File: config.mk
export PLATFORM = sky130hd
export DESIGN_NAME = pixels_select_seq
export DESIGN_NICKNAME = d
export VERILOG_FILES = /design/src/rtl/pixels_select_pkg.sv /design/src/rtl/pixsel_rollover_cnt.sv /design/src/rtl/pixels_select_seq.sv
export SDC_FILE = /design/constraint.sdc
export NUM_CORES = 1
export LEC_CHECK = 0
export ABC_AREA = 0
export CELL_PAD_IN_SITES_DETAIL_PLACEMENT = 0
export CELL_PAD_IN_SITES_GLOBAL_PLACEMENT = 1
export CORE_ASPECT_RATIO = 0.6
export CORE_UTILIZATION = 29
export DETAILED_ROUTE_END_ITERATION = 10
export PLACE_DENSITY = 0.72
export RECOVER_POWER = 100
export SYNTH_ARGS = -nofsm -noshare
export SYNTH_HDL_FRONTEND = slang
export SYNTH_SLANG_ARGS = --single-unit
File: constraint.sdc
create_clock -name clk -period 1.31 [get_ports clk]
set_input_delay 0.393 -clock clk [delete_from_list [all_inputs] [get_ports clk]]
set_output_delay 0.393 -clock clk [all_outputs]
set_load 0.02 [all_outputs]
File: src/rtl/pixels_select_pkg.sv
`default_nettype none
// ============================================================================
//  Module      : pixels_select_pkg
//  Description : Shared types and constants for the pixel-select sequencer:
//                FSM state encoding, default parameter values and the
//                select-width helper.
//  Revision    : 1.0  initial release
// ============================================================================
package pixels_select_pkg;

    // Sequencer states. The encoding width is fixed so the state register
    // is exactly two flops.
    typedef enum logic [1:0] {
        IDLE = 2'd0,
        RUN  = 2'd1,
        DONE = 2'd2
    } pixsel_state_t;

    localparam int c_DEF_NUM_PIX = 4;
    localparam int c_DEF_PASS_W  = 8;

    // Width of the select index: max(1, clog2(n)). A single-pixel buffer
    // still needs a one-bit select port.
    function automatic int sel_width(input int n);
        return (n <= 2) ? 1 : $clog2(n);
    endfunction

endpackage : pixels_select_pkg
`default_nettype wire

File: src/rtl/pixsel_rollover_cnt.sv
`default_nettype none
// ============================================================================
//  Module      : pixsel_rollover_cnt
//  Description : Enabled up-counter with synchronous clear and a parametric
//                rollover value. Counts 0..MAX_VAL and wraps to 0 on the
//                enabled cycle at MAX_VAL. roll_o flags count == MAX_VAL.
//  Revision    : 1.0  initial release
//
//  Ports:
//    clk     in   clock, rising edge
//    n_rst   in   asynchronous active-low reset
//    en_i    in   count enable
//    clr_i   in   synchronous clear (priority over en_i)
//    cnt_o   out  current count (registered)
//    roll_o  out  count is at the rollover value
// ============================================================================
module pixsel_rollover_cnt #(
    parameter int WIDTH   = 2,
    parameter int MAX_VAL = 3
) (
    input  logic             clk,
    input  logic             n_rst,
    input  logic             en_i,
    input  logic             clr_i,
    output logic [WIDTH-1:0] cnt_o,
    output logic             roll_o
);

    localparam logic [WIDTH-1:0] c_MAX = WIDTH'(MAX_VAL);

    logic [WIDTH-1:0] cnt_q;
    logic [WIDTH-1:0] cnt_d;

    // Wrapping on ">=" rather than "==" keeps the count inside 0..MAX_VAL
    // even for non-power-of-two ranges, whatever the register holds.
    always_comb begin
        cnt_d = cnt_q;
        if (clr_i) begin
            cnt_d = '0;
        end else if (en_i) begin
            if (cnt_q >= c_MAX) begin
                cnt_d = '0;
            end else begin
                cnt_d = cnt_q + WIDTH'(1);
            end
        end
    end

    always_ff @(posedge clk or negedge n_rst) begin
        if (!n_rst) begin
            cnt_q <= '0;
        end else begin
            cnt_q <= cnt_d;
        end
    end

    assign cnt_o  = cnt_q;
    assign roll_o = (cnt_q == c_MAX);

endmodule : pixsel_rollover_cnt
`default_nettype wire

File: src/rtl/pixels_select_seq.sv
`default_nettype none
// ============================================================================
//  Module      : pixels_select_seq
//  Description : Pixel-select sequencer for the image input buffer. A start
//                launches a pass; each calc_done advances the select index
//                through NUM_PIX pixels. The pass end pulses pass_done for
//                one cycle, bumps pass_cnt and optionally auto-restarts.
//  Revision    : 1.0  initial release
//
//  Optional build macro:
//    PIXSEL_PROTO_CHECK_EN  enables the sticky protocol-error flag err
//                           (calc_done outside RUN, or start inside RUN).
//                           Without it err is tied low.
//
//  Ports:
//    clk          in   clock, rising edge
//    n_rst        in   asynchronous active-low reset
//    start        in   begin a pass (honoured in IDLE and DONE)
//    calc_done    in   current pixel consumed (honoured in RUN)
//    auto_repeat  in   restart from DONE without waiting for start
//    clear        in   synchronous abort to IDLE, clears pass_cnt and err
//    select       out  current pixel index
//    busy         out  sequencer in RUN
//    last         out  RUN and select == NUM_PIX-1
//    pass_done    out  one-cycle pulse in DONE
//    pass_cnt     out  completed passes, wraps modulo 2^PASS_W
//    err          out  sticky protocol error
// ============================================================================
module pixels_select_seq
    import pixels_select_pkg::*;
#(
    parameter  int NUM_PIX = c_DEF_NUM_PIX,
    parameter  int PASS_W  = c_DEF_PASS_W,
    localparam int SEL_W   = sel_width(NUM_PIX)
) (
    input  logic              clk,
    input  logic              n_rst,
    input  logic              start,
    input  logic              calc_done,
    input  logic              auto_repeat,
    input  logic              clear,
    output logic [SEL_W-1:0]  select,
    output logic              busy,
    output logic              last,
    output logic              pass_done,
    output logic [PASS_W-1:0] pass_cnt,
    output logic              err
);

    pixsel_state_t     state_q;
    pixsel_state_t     state_d;
    logic [PASS_W-1:0] pass_cnt_q;
    logic [PASS_W-1:0] pass_cnt_d;

    logic              sel_en;
    logic              sel_clr;
    logic              sel_roll;
    logic              pass_end;
    logic [SEL_W-1:0]  sel_cnt;

    // ------------------------------------------------------------------
    // Select index. Only advances in RUN; held cleared everywhere else so
    // IDLE and DONE always present select 0 and every pass starts at 0.
    // ------------------------------------------------------------------
    assign sel_en   = (state_q == RUN) && calc_done;
    assign sel_clr  = clear || (state_q != RUN);
    assign pass_end = sel_en && sel_roll;

    pixsel_rollover_cnt #(
        .WIDTH   (SEL_W),
        .MAX_VAL (NUM_PIX - 1)
    ) u_sel_cnt (
        .clk    (clk),
        .n_rst  (n_rst),
        .en_i   (sel_en),
        .clr_i  (sel_clr),
        .cnt_o  (sel_cnt),
        .roll_o (sel_roll)
    );

    // ------------------------------------------------------------------
    // FSM: state register
    // ------------------------------------------------------------------
    always_ff @(posedge clk or negedge n_rst) begin
        if (!n_rst) begin
            state_q <= IDLE;
        end else begin
            state_q <= state_d;
        end
    end

    // ------------------------------------------------------------------
    // FSM: next state. clear overrides everything, in every state.
    // ------------------------------------------------------------------
    always_comb begin
        state_d = state_q;
        if (clear) begin
            state_d = IDLE;
        end else begin
            unique case (state_q)
                IDLE: begin
                    if (start) begin
                        state_d = RUN;
                    end
                end
                RUN: begin
                    if (pass_end) begin
                        state_d = DONE;
                    end
                end
                DONE: begin
                    state_d = (start || auto_repeat) ? RUN : IDLE;
                end
                default: begin
                    state_d = IDLE;
                end
            endcase
        end
    end

    // ------------------------------------------------------------------
    // FSM: outputs, decoded from registered state only
    // ------------------------------------------------------------------
    always_comb begin
        busy      = (state_q == RUN);
        last      = (state_q == RUN) && sel_roll;
        pass_done = (state_q == DONE);
    end

    assign select = sel_cnt;

    // ------------------------------------------------------------------
    // Completed-pass counter, wraps naturally at 2^PASS_W
    // ------------------------------------------------------------------
    always_comb begin
        pass_cnt_d = pass_cnt_q;
        if (clear) begin
            pass_cnt_d = '0;
        end else if (pass_end) begin
            pass_cnt_d = pass_cnt_q + PASS_W'(1);
        end
    end

    always_ff @(posedge clk or negedge n_rst) begin
        if (!n_rst) begin
            pass_cnt_q <= '0;
        end else begin
            pass_cnt_q <= pass_cnt_d;
        end
    end

    assign pass_cnt = pass_cnt_q;

    // ------------------------------------------------------------------
    // Protocol error flag
    // ------------------------------------------------------------------
`ifdef PIXSEL_PROTO_CHECK_EN
    logic proto_viol;
    logic err_q;
    logic err_d;

    // calc_done is only meaningful in RUN; start is only meaningful
    // outside RUN.
    assign proto_viol = (calc_done && (state_q != RUN)) ||
                        (start && (state_q == RUN));

    always_comb begin
        err_d = err_q;
        if (clear) begin
            err_d = 1'b0;
        end else if (proto_viol) begin
            err_d = 1'b1;
        end
    end

    always_ff @(posedge clk or negedge n_rst) begin
        if (!n_rst) begin
            err_q <= 1'b0;
        end else begin
            err_q <= err_d;
        end
    end

    assign err = err_q;

`ifndef SYNTHESIS
    always_ff @(posedge clk) begin
        if (n_rst && proto_viol) begin
            $error("pixels_select_seq: protocol violation (state=%0d start=%0b calc_done=%0b)",
                   state_q, start, calc_done);
        end
    end
`endif
`else
    assign err = 1'b0;
`endif

endmodule : pixels_select_seq
`default_nettype wire
; Word level (Yosys, flattened, before mapping)
; Cells that the tools add are included.
[totals]
reg_bits = 12
input_bits = 6
out_inout_bits = 14
elab_cells = 31
[op_classes]
addsub = 2
magnitude_cmp = 1
n_eq_ne = 6
muxes = 10
n_reduce_logical = 9
[ops]
columns = operator, count
row1 = $mux W8, 2
row2 = $mux W2, 6
row3 = $add A8 B1 Y8 const B, 1
row4 = $pmux W2 S3, 1
row5 = $eq A2 B2 Y1 const B, 2
row6 = $reduce_bool A2 Y1, 2
row7 = $logic_and A1 B1 Y1, 3
row8 = $ne A3 B2 Y1 const B, 1
row9 = $ne A3 B3 Y1 const B, 1
row10 = $add A2 B1 Y2 const B, 1
row11 = $eq A2 B1 Y1 const B, 1
row12 = $ge A2 B2 Y1 const B, 1
row13 = $logic_not A2 Y1, 1
row14 = $logic_or A1 B1 Y1, 2
row15 = $ne A2 B1 Y1 const B, 1
row16 = $reduce_and A2 Y1, 1
row17 = $mux W1, 1

; Depth between registers and ports, before layout
; Gate-level depths: netlist (run 1).
[depth]
depth_word = 6
mapped_depth = 5
mapped_depth_nobuf = 4

; By module
; Synthesis (run 1) repeated with hierarchy kept, for this count alone.
[unflattened]
hier_cells = 63
area_unflattened_um2 = 636.9
[modules_own_cells]
columns = mod, instances, cells_per_inst, area_per_inst_um2, seq_area_each_um2
row1 = pixels_select_seq, 1, 55, 536.8, 250.2
row2 = pixsel_rollover_cnt, 1, 8, 100.1, 50.0

; Least setup slack after synthesis (run 1)
; Ideal clock, no wire load.
[synth_timing]
path_type = register to register
from = reg u_sel_cnt.cnt_q[0], in the netlist u_sel_cnt.cnt_o[0]
to = reg pass_cnt_q[6], in the netlist pass_cnt[6]
setup_ps = 125
t_arrival_ps = 1447
setup_slack_ps = -261
path_stages_with_launch = 5
path_cell_list = dfrtp_1 ha_1 nand3b_1 nor4_1 mux2_2
[synth_via]
elab_chain_cells = 3
[synth_lines]
columns = item, line
row1 = start: declaration, pixsel_rollover_cnt.sv:31  ; logic [WIDTH-1:0] cnt_q;
row2 = start signal: assignment, pixsel_rollover_cnt.sv:53  ; cnt_q <= cnt_d;
row3 = $eq A2 B2 Y1, pixsel_rollover_cnt.sv:58  ; assign roll_o = (cnt_q == c_MAX);
row4 = $logic_and A1 B1 Y1, pixels_select_seq.sv:67  ; assign pass_end = sel_en && sel_roll;
row5 = $reduce_bool A2 Y1 (no line), n/a
row6 = end signal: assignment, pixels_select_seq.sv:148  ; pass_cnt_q <= pass_cnt_d;
row7 = end: declaration, pixels_select_seq.sv:52  ; logic [PASS_W-1:0] pass_cnt_q;
; No other way between the ends.
; A chain may end at the register's enable or synchronous reset.

; Final worst setup path (run 1)
[layout_timing]
from = reg u_sel_cnt.cnt_q[1], in the netlist u_sel_cnt.cnt_o[1]
to = out last
[layout_via]
elab_chain_cells = 2
[layout_lines]
columns = item, line
row1 = $eq A2 B2 Y1, pixsel_rollover_cnt.sv:58
row2 = $logic_and A1 B1 Y1, pixels_select_seq.sv:126  ; last = (state_q == RUN) && sel_roll;
row3 = end: declaration, pixels_select_seq.sv:44  ; output logic last,
; No other way between the ends.

==> impl_metrics.yaml, run 1 <==
run_status:
  status: "finished, violations left"
  violations: "setup timing"
synth:
  synth_edf_count: 0
  synth.distinct_cells: 26
  yosys_warnings: 0
  synthMostInstantiatedCell: "dfrtp_1"
  yosys-top-cells-count: "dfrtp_1, a21oi_1, inv_1, nor2_1, nor3_1"
  synth_nets: 73
  ys_seq_area_share_pct: 47.0
  post-synth-top-area-cell: "dfrtp_1"
  synthArstFlopShare_pct: 100
  ys_ff_latch: 12
  synth_area_leaders: "dfrtp_1, a21oi_1, ha_1"
  syn_area_per_cell_um2: 9.84
  synth_top_area_share_pct: 47.0
  netlist_instances: 65
  synth_ff_type: "dfrtp_1"
  synth_area_um2: 639
critical_path:
  path_delay_family: "flip-flops"
  cp.required_ps: 920
  start_kind: "flip-flop"
  crit_chain: "ha_4, nand3b_1, inv_1, buf_6"
  cp_max_fo: 2
  cp-end-kind: "primary output"
  critical_path.max_stage_delay_ps: 430
  worst-path-buf-inv: 2
  worstPathArrival_ps: 1130
  critical_path_class: "reg -> out"
  worst_path_max_delay_cell: "dfrtp_2"
sta:
  slew_viol_final: 0
  final-setup-viol-count: 16
  fmax_ghz: 0.656
  hold_violations: 0
  finalCriticalPeriod_ps: 1520
  worst_slack_ps: -213
  worst_hold_slack_ps: 594
  clock_skew_ps: 3.55
  rsz0062_at_grt: "true"
  max_slew_margin_pct: 53.3
  period_share_pct: 116
  worst_pin_slew_ps: 700
layout:
  seqCellArea_um2: 309
  nFillCells: 185
  syn2layout_area_growth_pct: 79.8
  finalNetCount: 119
  diodes: 0
  multi_input_area_um2: 395
  final_layout_size_suffix_gt1_share_pct: 58.7
clocking:
  clock-sinks: 12
  hold_buffers: 0
  cts_made_buffers: 3
  clockBufferDepth: 2
  h-tree-depth: 1
  cts_tree: "built"
  clock_latency_ps: 270
  ctsRootBufferMaster: "clkbuf_4"
  path_clk_slew_ps: 70
place:
  pre_cts_ws_ps: -633
  gp_routability_congestion: 0.733
  io_buffers: 18
  dpl.hpwl_um: 1220
floorplan:
  fp.dieW_um: 62.6
  core.rowCount: 12
  core_area_mm2: 0.00195
  initial_core_util_pct: 32.8
  ios: 20
  dieArea_mm2: 0.00240
  die_height_um: 38.4
global_routing:
  grt_overflow: 0
  grt_usage_pct: 17.0
  antenna_found_initial: 0
  grt_max_degree: 13
  grt_pass1_wl_um: 2920
  grt_pass1_vias: 636
power_and_ir_drop:
  power.density_mw_per_mm2: 603
  leakagePower_nw: 0.564
  vdd_drop_max_mv: 0.472
routing:
  drc_errors: 0
  dr.pass1.iters: 4
  ant_nets: 0
  drt_wl_total_um: 1820
  routed-via-count: 657
  vias_per_cell: 4.80
  drtIter0Drc: 25
  wire_per_inst_um: 13.3
hold_path:
  hold_class: "reg -> reg"
run:
  maxCapViolCount: 0
## registers in the layout, indices dropped and copies added, names as in the netlist
signal,count
pass_cnt,8
state_q,2
u_sel_cnt.cnt_o,2
## area by class of cell
type / count / share of cell area, %
Timing Repair Buffer: 44 / 31.8
Tap cell: 28 / 3.05
Clock buffer: 3 / 1.96
Multi-Input combinational cell: 44 / 34.4
Sequential cell: 12 / 26.9
Inverter: 6 / 1.96
## cell families (layout without fill, tap and decap cells)
group,after synthesis,in the layout,synth area share (%)
xor+xnor,1,1,1.37
other cells,1,1,0.587
simple gates,25,25,22.9
compound gates,11,11,9.98
buf+inv,9,53,7.63
fa+ha+maj,2,2,3.91
mux,4,4,6.65
flops,12,12,47.0
## stage by stage
stage | utilization [%] | total power, mW | std cells | area [um^2] | setup TNS [ps]
2_1_floorplan | - | 0.417 | 65 | 657 | -541
3_3_place_gp | 50.6 | 0.467 | 127 | 988 | -6250
3_5_place_dp | 50.6 | 0.468 | 127 | 988 | -6730
4_1_cts | 57.3 | 0.696 | 135 | 1120 | -1740
5_1_grt | 58.9 | 0.734 | 137 | 1150 | -2710
6_report | 58.9 | 0.693 | 137 | 1150 | -1800
## power breakdown
part           switching (mW)  internal, mW
clock                   0.119         0.106
sequential            0.00727         0.374
combinational          0.0449        0.0409
total                   0.171         0.522
## worst register-to-register path: stages (launching register included)
cell and delay, ps:
dfrtp_2 440, nand3b_1 180, buf_4 150, buf_6 120
nor4_4 170, mux2_4 320
## worst paths after layout
path	start	end	slack, ps	depth (start not counted)
worst min register to register	pass_cnt[3]$_DFFE_PN0P_	pass_cnt[3]$_DFFE_PN0P_	590	2
worst max register to register	state_q[1]$_DFFE_PN0P_	pass_cnt[6]$_DFFE_PN0P_	-180	5
worst max-delay path	u_sel_cnt.cnt_o[1]$_DFFE_PN0P_	last	-210	4
min in group asynchronous	n_rst	pass_cnt[5]$_DFFE_PN0P_	670	2
max in group asynchronous	n_rst	pass_cnt[3]$_DFFE_PN0P_	140	2
worst min-delay path	pass_cnt[3]$_DFFE_PN0P_	pass_cnt[3]$_DFFE_PN0P_	590	2
## layer usage
layer / share of wire [%] / up-vias / track usage (%)
li1: - / 315 / -
met1: 50 / 325 / 21.1
met2: 45 / 15 / 27.4
met3: 4.9 / 2 / 7.14
met4: 0.71 / 0 / 5.23
met5: 0 / - / 0
## placed cells by master (no fill, tap or decap), types with 2 or more instances in the layout
| cell type | n |
|---|---|
| a21oi_1 | 4 |
| a21oi_2 | 2 |
| buf_4 | 19 |
| buf_6 | 12 |
| clkbuf_2 | 6 |
| clkbuf_4 | 3 |
| clkdlybuf4s50_1 | 3 |
| dfrtp_1 | 5 |
| dfrtp_2 | 7 |
| inv_1 | 5 |
| mux2_4 | 2 |
| mux2i_1 | 2 |
| nand3_1 | 2 |
| nor2_1 | 6 |
| nor2b_1 | 2 |
| nor3_1 | 2 |
| nor4_4 | 2 |
| o31ai_1 | 2 |
## repair_timing
| action | 4_1_cts | 5_1_grt |
|---|---|---|
| setup endpoints to repair | 23 | 19 |
| setup buffers | 5 | 3 |
| pin swaps | 6 | 0 |
| hold endpoints to repair | 0 | 0 |
| gates resized for setup | 85 | 11 |
Power figures use the tool's default switching activity.
==> run 2: changes to the inputs <==
--- a/config.mk
+++ b/config.mk
@@ -6,12 +6,13 @@
 export NUM_CORES = 1
 export LEC_CHECK = 0
 export ABC_AREA = 0
+export ABC_CLOCK_PERIOD_IN_PS = 1310
 export CELL_PAD_IN_SITES_DETAIL_PLACEMENT = 0
 export CELL_PAD_IN_SITES_GLOBAL_PLACEMENT = 1
 export CORE_ASPECT_RATIO = 0.6
 export CORE_UTILIZATION = 29
 export DETAILED_ROUTE_END_ITERATION = 10
-export PLACE_DENSITY = 0.72
+export PLACE_DENSITY = 0.83
 export RECOVER_POWER = 100
 export SYNTH_ARGS = -nofsm -noshare
 export SYNTH_HDL_FRONTEND = slang
==> run 2 against run 1 <==
Compared with the run above: the run still ends with setup timing left; cell area decreased by 0.98%; total power increased by 9.2%; critical path depth unchanged; clock power increased by 30%; combinational power decreased by 2.4%; first-iteration DRC count increased by 68%; setup slack got worse by 25 ps; clock-buffer cell count increased by 1; die area unchanged; utilization decreased by 0.58 points; cell count increased by 2.2%; critical endpoint unchanged.
==> impl_metrics.yaml, run 2 (synthesized netlist as in run 1, its figures left out) <==
run_status:
  status: "finished, violations left"
  violations: "setup timing"
clocking:
  ctsRootBufferMaster: "clkbuf_4"
  clockBufferDepth: 2
  hold_buffers: 0
  path_clk_slew_ps: 80
  h-tree-depth: 1
  cts_made_buffers: 3
  cts_tree: "built"
  clock-sinks: 12
  clock_latency_ps: 270
layout:
  final_cell_mix: "buf_4, clkbuf_2, dfrtp_1, buf_6"
  diodes: 0
  largest_reg_flops: 8
  final_layout_size_suffix_gt1_share_pct: 55.4
  nFillCells: 189
  mostFrequentLayoutCell: "buf_4"
  syn2layout_area_growth_pct: 78.1
  finalNetCount: 121
power_and_ir_drop:
  comb_power_share_pct: 11.1
  swShare_pct: 23.1
  seqPwrFrac_pct: 50.2
  internal_power_uw: 582
  leakagePower_nw: 0.579
  power.density_mw_per_mm2: 665
  vdd_drop_max_mv: 0.496
  power.total_uw: 757
  netSwitchingPower_uw: 175
  clkPwrFrac_pct: 38.8
hold_path:
  hold_class: "reg -> reg"
  holdCritStartpoint: "pass_cnt[1]$_DFFE_PN0P_"
place:
  pre_cts_ws_ps: -507
  io_buffers: 18
  dpl.hpwl_um: 1270
  gp_routability_congestion: 0.774
global_routing:
  grt_pass1_vias: 645
  grt_pass1_wl_um: 2970
  grt_usage_pct: 16.9
  grt_max_degree: 13
  antenna_found_initial: 0
  grt_overflow: 0
sta:
  finalCriticalPeriod_ps: 1550
  worst_slack_ps: -238
  rsz0062_at_grt: "true"
  clock_skew_ps: 2.54
  slew_viol_final: 0
  worst_pin_slew_ps: 676
  hold_violations: 0
  period_share_pct: 118
  fmax_ghz: 0.646
  max_slew_margin_pct: 54.9
  final-setup-viol-count: 14
  tns_ps: -2220
critical_path:
  reg2reg_to: "pass_cnt[5]$_DFFE_PN0P_"
  cp.required_ps: 920
  startpoint: "u_sel_cnt.cnt_o[1]$_DFFE_PN0P_"
  critical_path_class: "reg -> out"
  worst_path_max_delay_cell: "dfrtp_2"
  r2r_start: "pass_cnt[2]$_DFFE_PN0P_"
  cp-end-kind: "primary output"
  start_kind: "flip-flop"
  crit_chain: "ha_4, nand3b_1, inv_1, buf_6"
  crit_end: "last"
  critical_path.max_stage_delay_ps: 430
  cp_max_fo: 2
  rr_worst_depth: 5
  rrSetupSlack_ps: -220
  worstPathArrival_ps: 1160
floorplan:
  core_area_mm2: 0.00195
  dieArea_mm2: 0.00240
  die_height_um: 38.4
  ios: 20
  fp.dieW_um: 62.6
  core.rowCount: 12
  initial_core_util_pct: 32.8
routing:
  drtIter0Drc: 42
  wire_per_inst_um: 13.3
  drt_wl_total_um: 1860
  vias_per_cell: 4.66
  dr.pass1.iters: 3
  drc_errors: 0
  routed-via-count: 652
  ant_nets: 0
run:
  maxCapViolCount: 0
## run 2: cell types whose count changed in the layout (fill, tap and decap cells not counted), sizes merged
cell	previous run	this run
buf	32	31
clkbuf	10	14
## run 2: power by group through the flow
stage,combinational (mW),clock (mW),sequential [mW]
6_report,0.0837,0.293,0.380
4_1_cts,0.0854,0.304,0.379
3_5_place_dp,0.0820,0,0.386
2_1_floorplan,0.0291,0,0.388
5_1_grt,0.0942,0.325,0.380
3_3_place_gp,0.0803,0,0.386
## run 2: worst max-delay path, delay by kind of cell (launching register included)
kind,cells,cell delay [ps]
flops,1,430
buf+inv,2,190
fa+ha+maj,1,170
simple gates,1,90
## run 2: per-layer routing
layer	wire (um)	vias up	track usage [%]
met5	0	-	0
met4	0	0	0
met3	83	0	6.55
met2	885	14	28.0
met1	894	313	22.3
li1	-	325	-
## run 2: layout make-up
type | instances | area (um^2) | share of cell area [%]
Inverter | 6 | 22.5 | 1.98
Tap cell | 28 | 35.0 | 3.08
Multi-Input combinational cell | 44 | 383 | 33.6
Sequential cell | 12 | 305 | 26.8
Clock buffer | 4 | 36.3 | 3.19
Timing Repair Buffer | 46 | 357 | 31.3
## run 2: per-stage QoR
stage	cell area, um^2	hold slack [ps]	utilization [%]	std cells
floorplan	657	97.4	-	65
global placement	1030	545	52.6	132
detailed placement	1030	567	52.6	132
CTS	1090	438	56.1	139
global route	1140	618	58.3	140
finish	1140	579	58.3	140
## run 2: worst min-delay path by stage
| stage | end | slack (ps) | depth (start not counted) |
|---|---|---|---|
| global placement | pass_cnt[1]$_DFFE_PN0P_ | 550 | 2 |
| finish | pass_cnt[1]$_DFFE_PN0P_ | 580 | 2 |
| detailed placement | pass_cnt[1]$_DFFE_PN0P_ | 570 | 2 |
| floorplan | pass_cnt[0]$_DFFE_PN0P_ | 100 | 0 |
| CTS | state_q[1]$_DFFE_PN0P_ | 440 | 2 |
| global route | pass_cnt[1]$_DFFE_PN0P_ | 620 | 2 |
## run 2: timing repair
item                       in CTS  in global routing
pin swaps                       5                  5
setup endpoints to repair      21                 17
buffers inserted                3                  2
cloned                          0                  0
resized for setup              68                 13
==> run 3: changes to the inputs <==
--- a/config.mk
+++ b/config.mk
@@ -5,15 +5,16 @@
 export SDC_FILE = /design/constraint.sdc
 export NUM_CORES = 1
 export LEC_CHECK = 0
-export ABC_AREA = 0
+export ABC_AREA = 1
 export ABC_CLOCK_PERIOD_IN_PS = 1310
 export CELL_PAD_IN_SITES_DETAIL_PLACEMENT = 0
 export CELL_PAD_IN_SITES_GLOBAL_PLACEMENT = 1
 export CORE_ASPECT_RATIO = 0.6
 export CORE_UTILIZATION = 29
 export DETAILED_ROUTE_END_ITERATION = 10
-export PLACE_DENSITY = 0.83
+export PLACE_DENSITY = 0.85
 export RECOVER_POWER = 100
 export SYNTH_ARGS = -nofsm -noshare
 export SYNTH_HDL_FRONTEND = slang
+export SYNTH_HIERARCHICAL = 1
 export SYNTH_SLANG_ARGS = --single-unit
==> run 3 against run 2 <==
Compared with the run above: the run still ends with setup timing left; hold slack better by 5.3 ps; routed wire length is 5.3% higher; critical path type unchanged; fmax is 8.8% higher; die area is 7.3% higher; clock skew is 2.1 ps higher; via count is 16% higher; clock-buffer cell count stayed put; setup slack better by 120 ps; sequential power is 2% higher; largest power group unchanged; critical endpoint unchanged; cell count is 21% higher; first-iteration DRC count is 12% higher; sequential share of layout area is 1.6 points lower.
==> impl_metrics.yaml, run 3 <==
sta:
  final-setup-viol-count: 10
  rsz0062_at_grt: "true"
  period_share_pct: 109
  hold_violations: 0
  worst_hold_slack_ps: 584
  tns_ps: -585
  finalCriticalPeriod_ps: 1420
  worst_slack_ps: -113
  clock_skew_ps: 4.63
  worst_pin_slew_ps: 698
  fmax_ghz: 0.703
  max_slew_margin_pct: 53.5
  slew_viol_final: 0
synth:
  synth_area_um2: 688
  synth_ff_type: "dfrtp_1"
  yosys-top-cells-count: "nand2_1, nor2_1, dfrtp_1, inv_1, nand3_1"
  synthMostInstantiatedCell: "nand2_1"
  post-synth-top-area-cell: "dfrtp_1"
  yosys_warnings: 6
  synth_edf_count: 0
  netlist_instances: 93
  syn_area_per_cell_um2: 7.40
  synth.distinct_cells: 20
  ys_seq_area_share_pct: 43.6
  ys_ff_latch: 12
  synth_nets: 101
  synth_top_area_share_pct: 43.6
  synth_area_leaders: "dfrtp_1, nand2_1, nor2_1"
  synthArstFlopShare_pct: 100
critical_path:
  cp_max_fo: 2
  cp.required_ps: 920
  worstPathArrival_ps: 1030
  cp-end-kind: "primary output"
  critical_path_class: "reg -> out"
  start_kind: "flip-flop"
power_and_ir_drop:
  internal_power_uw: 645
  seqPwrFrac_pct: 45.3
  power.total_uw: 852
  netSwitchingPower_uw: 207
  leakagePower_nw: 0.595
  power.density_mw_per_mm2: 705
  clkPwrFrac_pct: 41.6
  vdd_drop_max_mv: 0.437
  swShare_pct: 24.3
  comb_power_share_pct: 13.2
clocking:
  clock_latency_ps: 240
  cts_made_buffers: 3
  h-tree-depth: 1
  cts_tree: "built"
  ctsRootBufferMaster: "clkbuf_8"
  path_clk_slew_ps: 50
  clockBufferDepth: 2
  clock-sinks: 12
  hold_buffers: 0
layout:
  diodes: 0
  nFillCells: 210
  final_cell_mix: "buf_4, nand2_1, nor2_1, buf_6, inv_1"
  mostFrequentLayoutCell: "buf_4"
  post-route-util_pct: 55.0
  multi_input_area_um2: 404
  syn2layout_area_growth_pct: 75.6
  seqCellArea_um2: 305
  finalNetCount: 148
  final_layout_size_suffix_gt1_share_pct: 48.2
  fin_cells: 169
  final_area_mm2: 0.00121
  largest_reg_flops: 8
global_routing:
  grt_usage_pct: 17.1
  antenna_found_initial: 0
  grt_max_degree: 13
  grt_pass1_vias: 644
  grt_pass1_wl_um: 2980
  grt_overflow: 0
floorplan:
  core_area_mm2: 0.00220
  dieArea_mm2: 0.00258
  initial_core_util_pct: 31.3
  die_height_um: 39.7
  core.rowCount: 13
  ios: 20
  fp.dieW_um: 64.9
run:
  maxCapViolCount: 0
routing:
  drt_wl_total_um: 1960
  drtIter0Drc: 47
  ant_nets: 0
  dr.pass1.iters: 4
  drc_errors: 0
  routed-via-count: 755
  vias_per_cell: 4.47
  wire_per_inst_um: 11.6
place:
  dp.cells: 158
  pre_cts_ws_ps: -314
  io_buffers: 18
  dpl.hpwl_um: 1300
  dpl_cell_area_mm2: 0.00104
  gp_routability_congestion: 0.775
run_status:
  violations: "setup timing"
  status: "finished, violations left"
hold_path:
  hold_class: "in -> reg"
run 3: worst paths after layout:
path,slack [ps],cells past startpoint,startpoint,end
setup / recovery,-110,4,u_sel_cnt/cnt_o[0]$_DFFE_PN0P_,last
min in group asynchronous,630,2,n_rst,pass_cnt[7]$_DFFE_PN0P_
max in group asynchronous,190,2,n_rst,pass_cnt[1]$_DFFE_PN0P_
setup reg to reg,-40,6,u_sel_cnt/cnt_o[0]$_DFFE_PN0P_,pass_cnt[2]$_DFFE_PN0P_
hold / removal,580,5,calc_done,u_sel_cnt/cnt_o[0]$_DFFE_PN0P_
hold reg to reg,600,2,state_q[1]$_DFFE_PN0P_,state_q[0]$_DFFE_PN0P_
run 3: final cells by class:
cell class,instances,area share [%]
well taps,30,3.11
multi-input cells,65,33.4
inverters,15,5.38
repair buffers,42,28.6
repair inverters,1,0.518
flip-flops and latches,12,25.3
clock buffers,4,3.73
run 3: power by group through the flow:
stage	combinational, mW	clock (mW)	sequential (mW)
6_report	0.112	0.354	0.386
5_1_grt	0.124	0.390	0.385
4_1_cts	0.103	0.363	0.383
3_5_place_dp	0.101	0	0.388
3_3_place_gp	0.0980	0	0.388
2_1_floorplan	0.0373	0	0.392
run 3: cell families after synthesis:
kind of cell               Yosys count  share of synthesized area [%]
AOI/OAI and AO/OA                    9                           6.91
adders and majority gates            2                           3.64
buffers and inverters               16                           10.0
DFF                                 12                           43.6
other                                1                          0.545
and+or+nand+nor                     53                           35.3
run 3: what timing repair did:
item | CTS | global route
setup endpoints to repair | 15 | 23
pin swaps | 4 | 14
cloned | 1 | 0
setup buffers | 0 | 6
gates resized for setup | 51 | 37
run 3: per-layer routing:
layer,vias to the layer above,global-route usage (%),share of wire [%]
met1,352,21.1,48
met3,5,6.10,3.8
met2,13,26.0,46
met4,0,10.0,1.9
li1,385,-,-
met5,-,0,0
run 3: worst max-delay path, stage by stage, from the launching register on:
cell     delay (ps)
dfrtp_2         420
ha_4            160
nand3_2          50
inv_2            30
buf_6           120
